[src/rtl/alu.sv]
// Single-cycle registered ALU: 16 opcodes, Z/N/C/V condition codes, write strobe.
// Optional feature macro: ALU_SHIFT_EXT_EN enables ASR (13) and ROL (14);
// without it both opcodes behave as NOP.
module alu #(
    parameter int unsigned WIDTH = 8
) (
    input  logic             clk,
    input  logic             rst_n,
    input  logic [WIDTH-1:0] a,
    input  logic [WIDTH-1:0] b,
    input  logic [3:0]       n,
    output logic [3:0]       cc,
    output logic [WIDTH-1:0] tr,
    output logic             writeEnable
);

    localparam int unsigned MSB = WIDTH - 1;
    localparam int unsigned EW  = WIDTH + 1;

    localparam logic [3:0] OP_ADD  = 4'd0;
    localparam logic [3:0] OP_SUB  = 4'd1;
    localparam logic [3:0] OP_AND  = 4'd2;
    localparam logic [3:0] OP_OR   = 4'd3;
    localparam logic [3:0] OP_XOR  = 4'd4;
    localparam logic [3:0] OP_NOT  = 4'd5;
    localparam logic [3:0] OP_SHL  = 4'd6;
    localparam logic [3:0] OP_SHR  = 4'd7;
    localparam logic [3:0] OP_LOAD = 4'd8;
    localparam logic [3:0] OP_MOV  = 4'd9;
    localparam logic [3:0] OP_INC  = 4'd10;
    localparam logic [3:0] OP_DEC  = 4'd11;
    localparam logic [3:0] OP_CMP  = 4'd12;
    localparam logic [3:0] OP_ASR  = 4'd13;
    localparam logic [3:0] OP_ROL  = 4'd14;
    localparam logic [3:0] OP_NOP  = 4'd15;

    logic [EW-1:0]    sum_c;
    logic [EW-1:0]    diff_c;
    logic [EW-1:0]    inc_c;
    logic [EW-1:0]    dec_c;
    logic [WIDTH-1:0] res_c;
    logic             carry_c;
    logic             ovf_c;
    logic             wr_c;
    logic             flags_c;
    logic [WIDTH-1:0] tr_next_c;
    logic [3:0]       cc_next_c;

    // Extended-width arithmetic so the top bit is carry-out / borrow.
    always_comb begin
        sum_c  = {1'b0, a} + {1'b0, b};
        diff_c = {1'b0, a} - {1'b0, b};
        inc_c  = {1'b0, a} + EW'(1);
        dec_c  = {1'b0, a} - EW'(1);
    end

    // Opcode decode: result, carry, overflow, and whether tr/cc get updated.
    always_comb begin
        res_c   = '0;
        carry_c = 1'b0;
        ovf_c   = 1'b0;
        wr_c    = 1'b0;
        flags_c = 1'b0;
        case (n)
            OP_ADD: begin
                res_c   = sum_c[MSB:0];
                carry_c = sum_c[WIDTH];
                ovf_c   = (a[MSB] == b[MSB]) && (res_c[MSB] != a[MSB]);
                wr_c    = 1'b1;
                flags_c = 1'b1;
            end
            OP_SUB, OP_CMP: begin
                res_c   = diff_c[MSB:0];
                carry_c = diff_c[WIDTH];
                ovf_c   = (a[MSB] != b[MSB]) && (res_c[MSB] != a[MSB]);
                wr_c    = (n == OP_SUB);
                flags_c = 1'b1;
            end
            OP_AND: begin
                res_c   = a & b;
                wr_c    = 1'b1;
                flags_c = 1'b1;
            end
            OP_OR: begin
                res_c   = a | b;
                wr_c    = 1'b1;
                flags_c = 1'b1;
            end
            OP_XOR: begin
                res_c   = a ^ b;
                wr_c    = 1'b1;
                flags_c = 1'b1;
            end
            OP_NOT: begin
                res_c   = ~a;
                wr_c    = 1'b1;
                flags_c = 1'b1;
            end
            OP_SHL: begin
                res_c   = {a[MSB-1:0], 1'b0};
                carry_c = a[MSB];
                wr_c    = 1'b1;
                flags_c = 1'b1;
            end
            OP_SHR: begin
                res_c   = {1'b0, a[MSB:1]};
                carry_c = a[0];
                wr_c    = 1'b1;
                flags_c = 1'b1;
            end
            OP_MOV: begin
                res_c   = a;
                wr_c    = 1'b1;
                flags_c = 1'b1;
            end
            OP_INC: begin
                res_c   = inc_c[MSB:0];
                carry_c = inc_c[WIDTH];
                ovf_c   = !a[MSB] && res_c[MSB];
                wr_c    = 1'b1;
                flags_c = 1'b1;
            end
            OP_DEC: begin
                res_c   = dec_c[MSB:0];
                carry_c = dec_c[WIDTH];
                ovf_c   = a[MSB] && !res_c[MSB];
                wr_c    = 1'b1;
                flags_c = 1'b1;
            end
`ifdef ALU_SHIFT_EXT_EN
            OP_ASR: begin
                res_c   = {a[MSB], a[MSB:1]};
                carry_c = a[0];
                wr_c    = 1'b1;
                flags_c = 1'b1;
            end
            OP_ROL: begin
                res_c   = {a[MSB-1:0], a[MSB]};
                carry_c = a[MSB];
                wr_c    = 1'b1;
                flags_c = 1'b1;
            end
`else
            OP_ASR, OP_ROL: begin
                wr_c    = 1'b0;
            end
`endif
            OP_LOAD, OP_NOP: begin
                wr_c    = 1'b0;
            end
            default: begin
                wr_c    = 1'b0;
            end
        endcase
    end

    // Next-state values: hold tr/cc unless the op updates them.
    always_comb begin
        tr_next_c = tr;
        cc_next_c = cc;
        if (wr_c) begin
            tr_next_c = res_c;
        end
        if (flags_c) begin
            cc_next_c = {ovf_c, carry_c, res_c[MSB], (res_c == '0)};
        end
    end

    // Output registers with asynchronous clear.
    always_ff @(posedge clk or negedge rst_n) begin
        if (!rst_n) begin
            tr          <= '0;
            cc          <= 4'b0000;
            writeEnable <= 1'b0;
        end else begin
            tr          <= tr_next_c;
            cc          <= cc_next_c;
            writeEnable <= wr_c;
        end
    end

endmodule

[config.mk]
export PLATFORM = sky130hd
export DESIGN_NAME = alu
export DESIGN_NICKNAME = d
export VERILOG_FILES = /design/src/rtl/alu.sv
export SDC_FILE = /design/constraint.sdc
export NUM_CORES = 1
export LEC_CHECK = 0
export ABC_AREA = 0
export CORE_ASPECT_RATIO = 2
export CORE_UTILIZATION = 33
export CTS_CLUSTER_SIZE = 40
export DETAILED_ROUTE_END_ITERATION = 10
export SKIP_CTS_REPAIR_TIMING = 1
export SYNTH_ARGS = -nofsm -noshare
export SYNTH_HDL_FRONTEND = slang
export SYNTH_SLANG_ARGS = --single-unit
[constraint.sdc]
create_clock -name clk -period 1.1 [get_ports clk]
set_input_delay 0.22 -clock clk [delete_from_list [all_inputs] [get_ports clk]]
set_output_delay 0.22 -clock clk [all_outputs]
set_load 0.01 [all_outputs]
==> results of run 1 <==
-- per-layer routing --
layer  vias up  part of all wire  track usage
met4         0             0.079        0.206
met3        65             0.037       0.0139
met2       146              0.56        0.494
li1       1395                 -            -
met1      1419              0.32        0.220
met5         -                 0            0
-- kinds of logic (layout without fill, tap and decap cells) --
family | after synthesis | after routing | synth area share
AO/OA/AOI/OAI | 101 | 101 | 0.328
AND/OR/NAND/NOR | 76 | 76 | 0.176
buffers and inverters | 50 | 196 | 0.101
adder cells (fa/ha/maj) | 30 | 30 | 0.163
flip-flops | 13 | 13 | 0.136
multiplexers | 10 | 10 | 0.0628
XOR/XNOR | 9 | 9 | 0.0330
-- state kept, by name, summed over array words and instances (netlist names) --
register	flops
cc	4
tr	8
writeEnable	1
-- synthesized netlist by cell type (all sizes together) (3+ instances only) --
master	instances	area, sq um
o221ai	6	52.6
clkbuf	5	18.8
mux2	7	82.6
o21ai	7	35.0
nand3b	3	22.5
o31a	3	26.3
xor2	4	35.0
ha	28	350
inv	26	97.6
dfrtp	13	325
nand2	11	41.3
a221oi	6	52.6
a21oi	21	116
nor2b	7	51.3
nor4	6	43.8
buf	19	125
a22oi	5	37.5
and3	4	30.0
o32ai	4	35.0
a32oi	4	35.0
nand3	6	30.0
xnor2	5	43.8
a31o	4	35.0
o21bai	5	41.3
nor3	5	25.0
mux4	3	67.6
a221o	6	60.1
nor2	21	78.8
a21o	6	45.0
-- critical path, stage by stage --
cell	delay, ns
buf_8	0.08
clkinvlp_4	0.10
buf_6	0.14
fa_2	0.40
o21bai_1	0.20
a21oi_2	0.10
a221o_1	0.35
a221o_1	0.37
nor4_2	0.21
nand4_1	0.11
a21oi_1	0.13
-- cell type report --
class,count,area (sq um),area share
Inverter,26,121,0.0283
Clock buffer,4,78.8,0.0184
Sequential cell,13,325,0.0758
Tap cell,90,113,0.0262
Multi-Input combinational cell,226,2170,0.505
Timing Repair Buffer,166,1490,0.346
-- how the worst min path moves through the flow --
stage,startpoint,slack (ns),cells past startpoint,endpoint
2_1_floorplan,rst_n,-0.08,0,cc[0]
3_3_place_gp,tr[1],0.49,1,tr[1]
3_5_place_dp,tr[2],0.51,1,tr[2]
4_1_cts,rst_n,0.30,2,tr[7]
5_1_grt,rst_n,0.30,2,tr[6]
6_report,rst_n,0.29,2,tr[4]
-- through the flow --
stage,worst slack [ns],power [mW],utilization,instance area [sq um]
6_report,-1.15,3.21,0.614,4290
5_1_grt,-1.20,3.37,0.614,4290
4_1_cts,-1.60,2.90,0.526,3680
3_5_place_dp,-1.86,2.21,0.514,3600
3_3_place_gp,-1.80,2.19,0.514,3600
2_1_floorplan,-1.17,1.43,-,2590
-- power groups by stage --
stage	clock [mW]	combinational [mW]	sequential [mW]
final	0.681	1.93	0.592
after CTS	0.687	1.61	0.594
after global placement	0	1.59	0.598
after global routing	0.727	2.04	0.603
after floorplan	0	0.806	0.624
after detailed placement	0	1.61	0.600
-- cells in the final DEF, fill, tap and decap left out, types with 4 or more instances in the layout --
cell type        instances
a21o_1                   6
a21oi_1                  8
a21oi_2                 10
a221o_1                  6
a32oi_1                  4
buf_4                  108
buf_6                   19
buf_8                    5
clkbuf_16                4
clkbuf_2                 4
clkdlybuf4s50_1          6
dfrtp_1                 13
dlymetal6s2s_1          20
ha_1                    19
ha_4                     7
inv_1                   13
inv_2                    9
mux2_4                   6
nand2_1                  9
nand3_1                  4
nor2_1                  19
nor2b_1                  5
nor3_1                   4
o221ai_1                 4
xnor2_1                  4
xor2_1                   4
==> summary.md, run 1 <==
| Metric | Value |
|---|---|
| Status | complete, but fails checks |
| Failing checks | negative setup slack |
| Crit path from | a[1] |
| Relative slew slack | 0.671 |
| Post-Syn Nets | 341 |
| Post-synth EDFFs | 0 |
| CTS H-tree depth | 1 |
| GR Util All Layers | 0.246 |
| Die area | 7610 sq um |
| Worst-Margin Slew | 0.493 ns |
| Top FF cell, synth | dfrtp_1 |
| DRT Pass-1 Iters | 7 |
| Pwr/cell area | 746 nW/um^2 |
| Initial antenna violation count | 0 |
| Worst hold-check path type | primary input to async pin |
| Post-synth ARST share | 1.00 |
| # diodes | 0 |
| Crit path max fanout | 3 |
| CTS tree | done |
| First-pass GRT wire length | 14500 um |
| Die Height | 122 um |
| Hold Violations, Final | 0 |
| Setup violators final | 12 |
| Tmin final | 2.25 ns |
| Routed len/inst | 19.6 um |
| Post-Syn Instances | 289 |
| Clk_skew | 0 ns |
| Avg Inst Size Synth | 8.27 sq um |
| Maxcap violations | 0 |
| Detailed Route Iter0 Violations | 171 |
| Final TNS setup | -10.66 ns |
| Tcrit/Tclk final | 2.04 |
| Die Span X | 62.2 um |
| Leak | 2.12 nW |
| Core area | 6990 sq um |
| Internal power | 2.07 mW |
| Routability Congestion | 0.965 |
| DRC violations left | 0 |
| Hold WS | 0.291 ns |
| Nets@finish | 488 |
| Dpl cells | 494 |
| Area delta synth->final | 79.6% |
| Worst reg2reg path depth | 3 |
| Routed wire length | 10300 um |
| Site Rows | 43 |
| Max Fclk | 445 MHz |
| Synth Warn # | 0 |
| Boundary Pins | 35 |
| Clock sink total | 13 |
| DRT antenna net count | 0 |
| DR vias | 3025 |
| Critical Path AT | 2.41 ns |
| Vias per cell | 5.76 |
| Worst Setup EP | cc[0] |
| Detail Placement HPWL | 7790 um |
| RSZ-0062 raised after global routing | true |
| Power share of the clock group | 0.213 |
| # fillers | 602 |
| Seq/Total Area, Yosys | 0.136 |
| Sw frac | 0.353 |
| Crit end category | flip-flop |
| Reg2reg start | cc[3] |
| Clock Pin Slew Worst Setup and Hold Paths | 0.04 ns |
| Number of global-route vias before repair | 2974 |
| CTS root buf | clkbuf_16 |
| Initial Utilization | 0.342 |
| Startpoint types | primary input |
| Worst-skew pair later-pin latency | 0.24 ns |
| Comb pwr share | 0.603 |
| Sw power | 1.13 mW |
| Cell Area, Synth | 2390 sq um |
| CTS Buffer Depth | 2 |
| Share of cells above drive strength 1 | 0.517 |
| Reg2Reg Capture Point | cc[3] |
| Setup ws final | -1.15 ns |
| Part of the power in registers | 0.185 |
| Yosys reg bits | 13 |
| Reg-to-reg slack, setup | 0.02 ns |
| # port buffers | 34 |
| Required time of the critical path | 1.27 ns |
| Post-synth cell types | 65 |
| Peak supply drop | 0.357 mV |
| Crit Path Class | primary input to flip-flop |
| Pins Over Slew Limit | 0 |
| Largest net degree at the start of global routing | 15 |
| Total CTS buffers | 3 |
| GRT Residual Overflow | 0 |
| Post-Layout Cell Count | 525 |
Note: power is estimated with default switching activity, not from simulation.
==> inputs of run 2 (changes only) <==
GPL_ROUTABILITY_DRIVEN = 1   (was unset)
==> results of run 2 <==
The final DEF is identical to that of run 1; final timing and power are the same.
==> inputs of run 3 (changes only) <==
ABC_AREA = unset   (was 0)
==> results of run 3 <==
The final DEF is identical to that of run 1; final timing and power are the same.
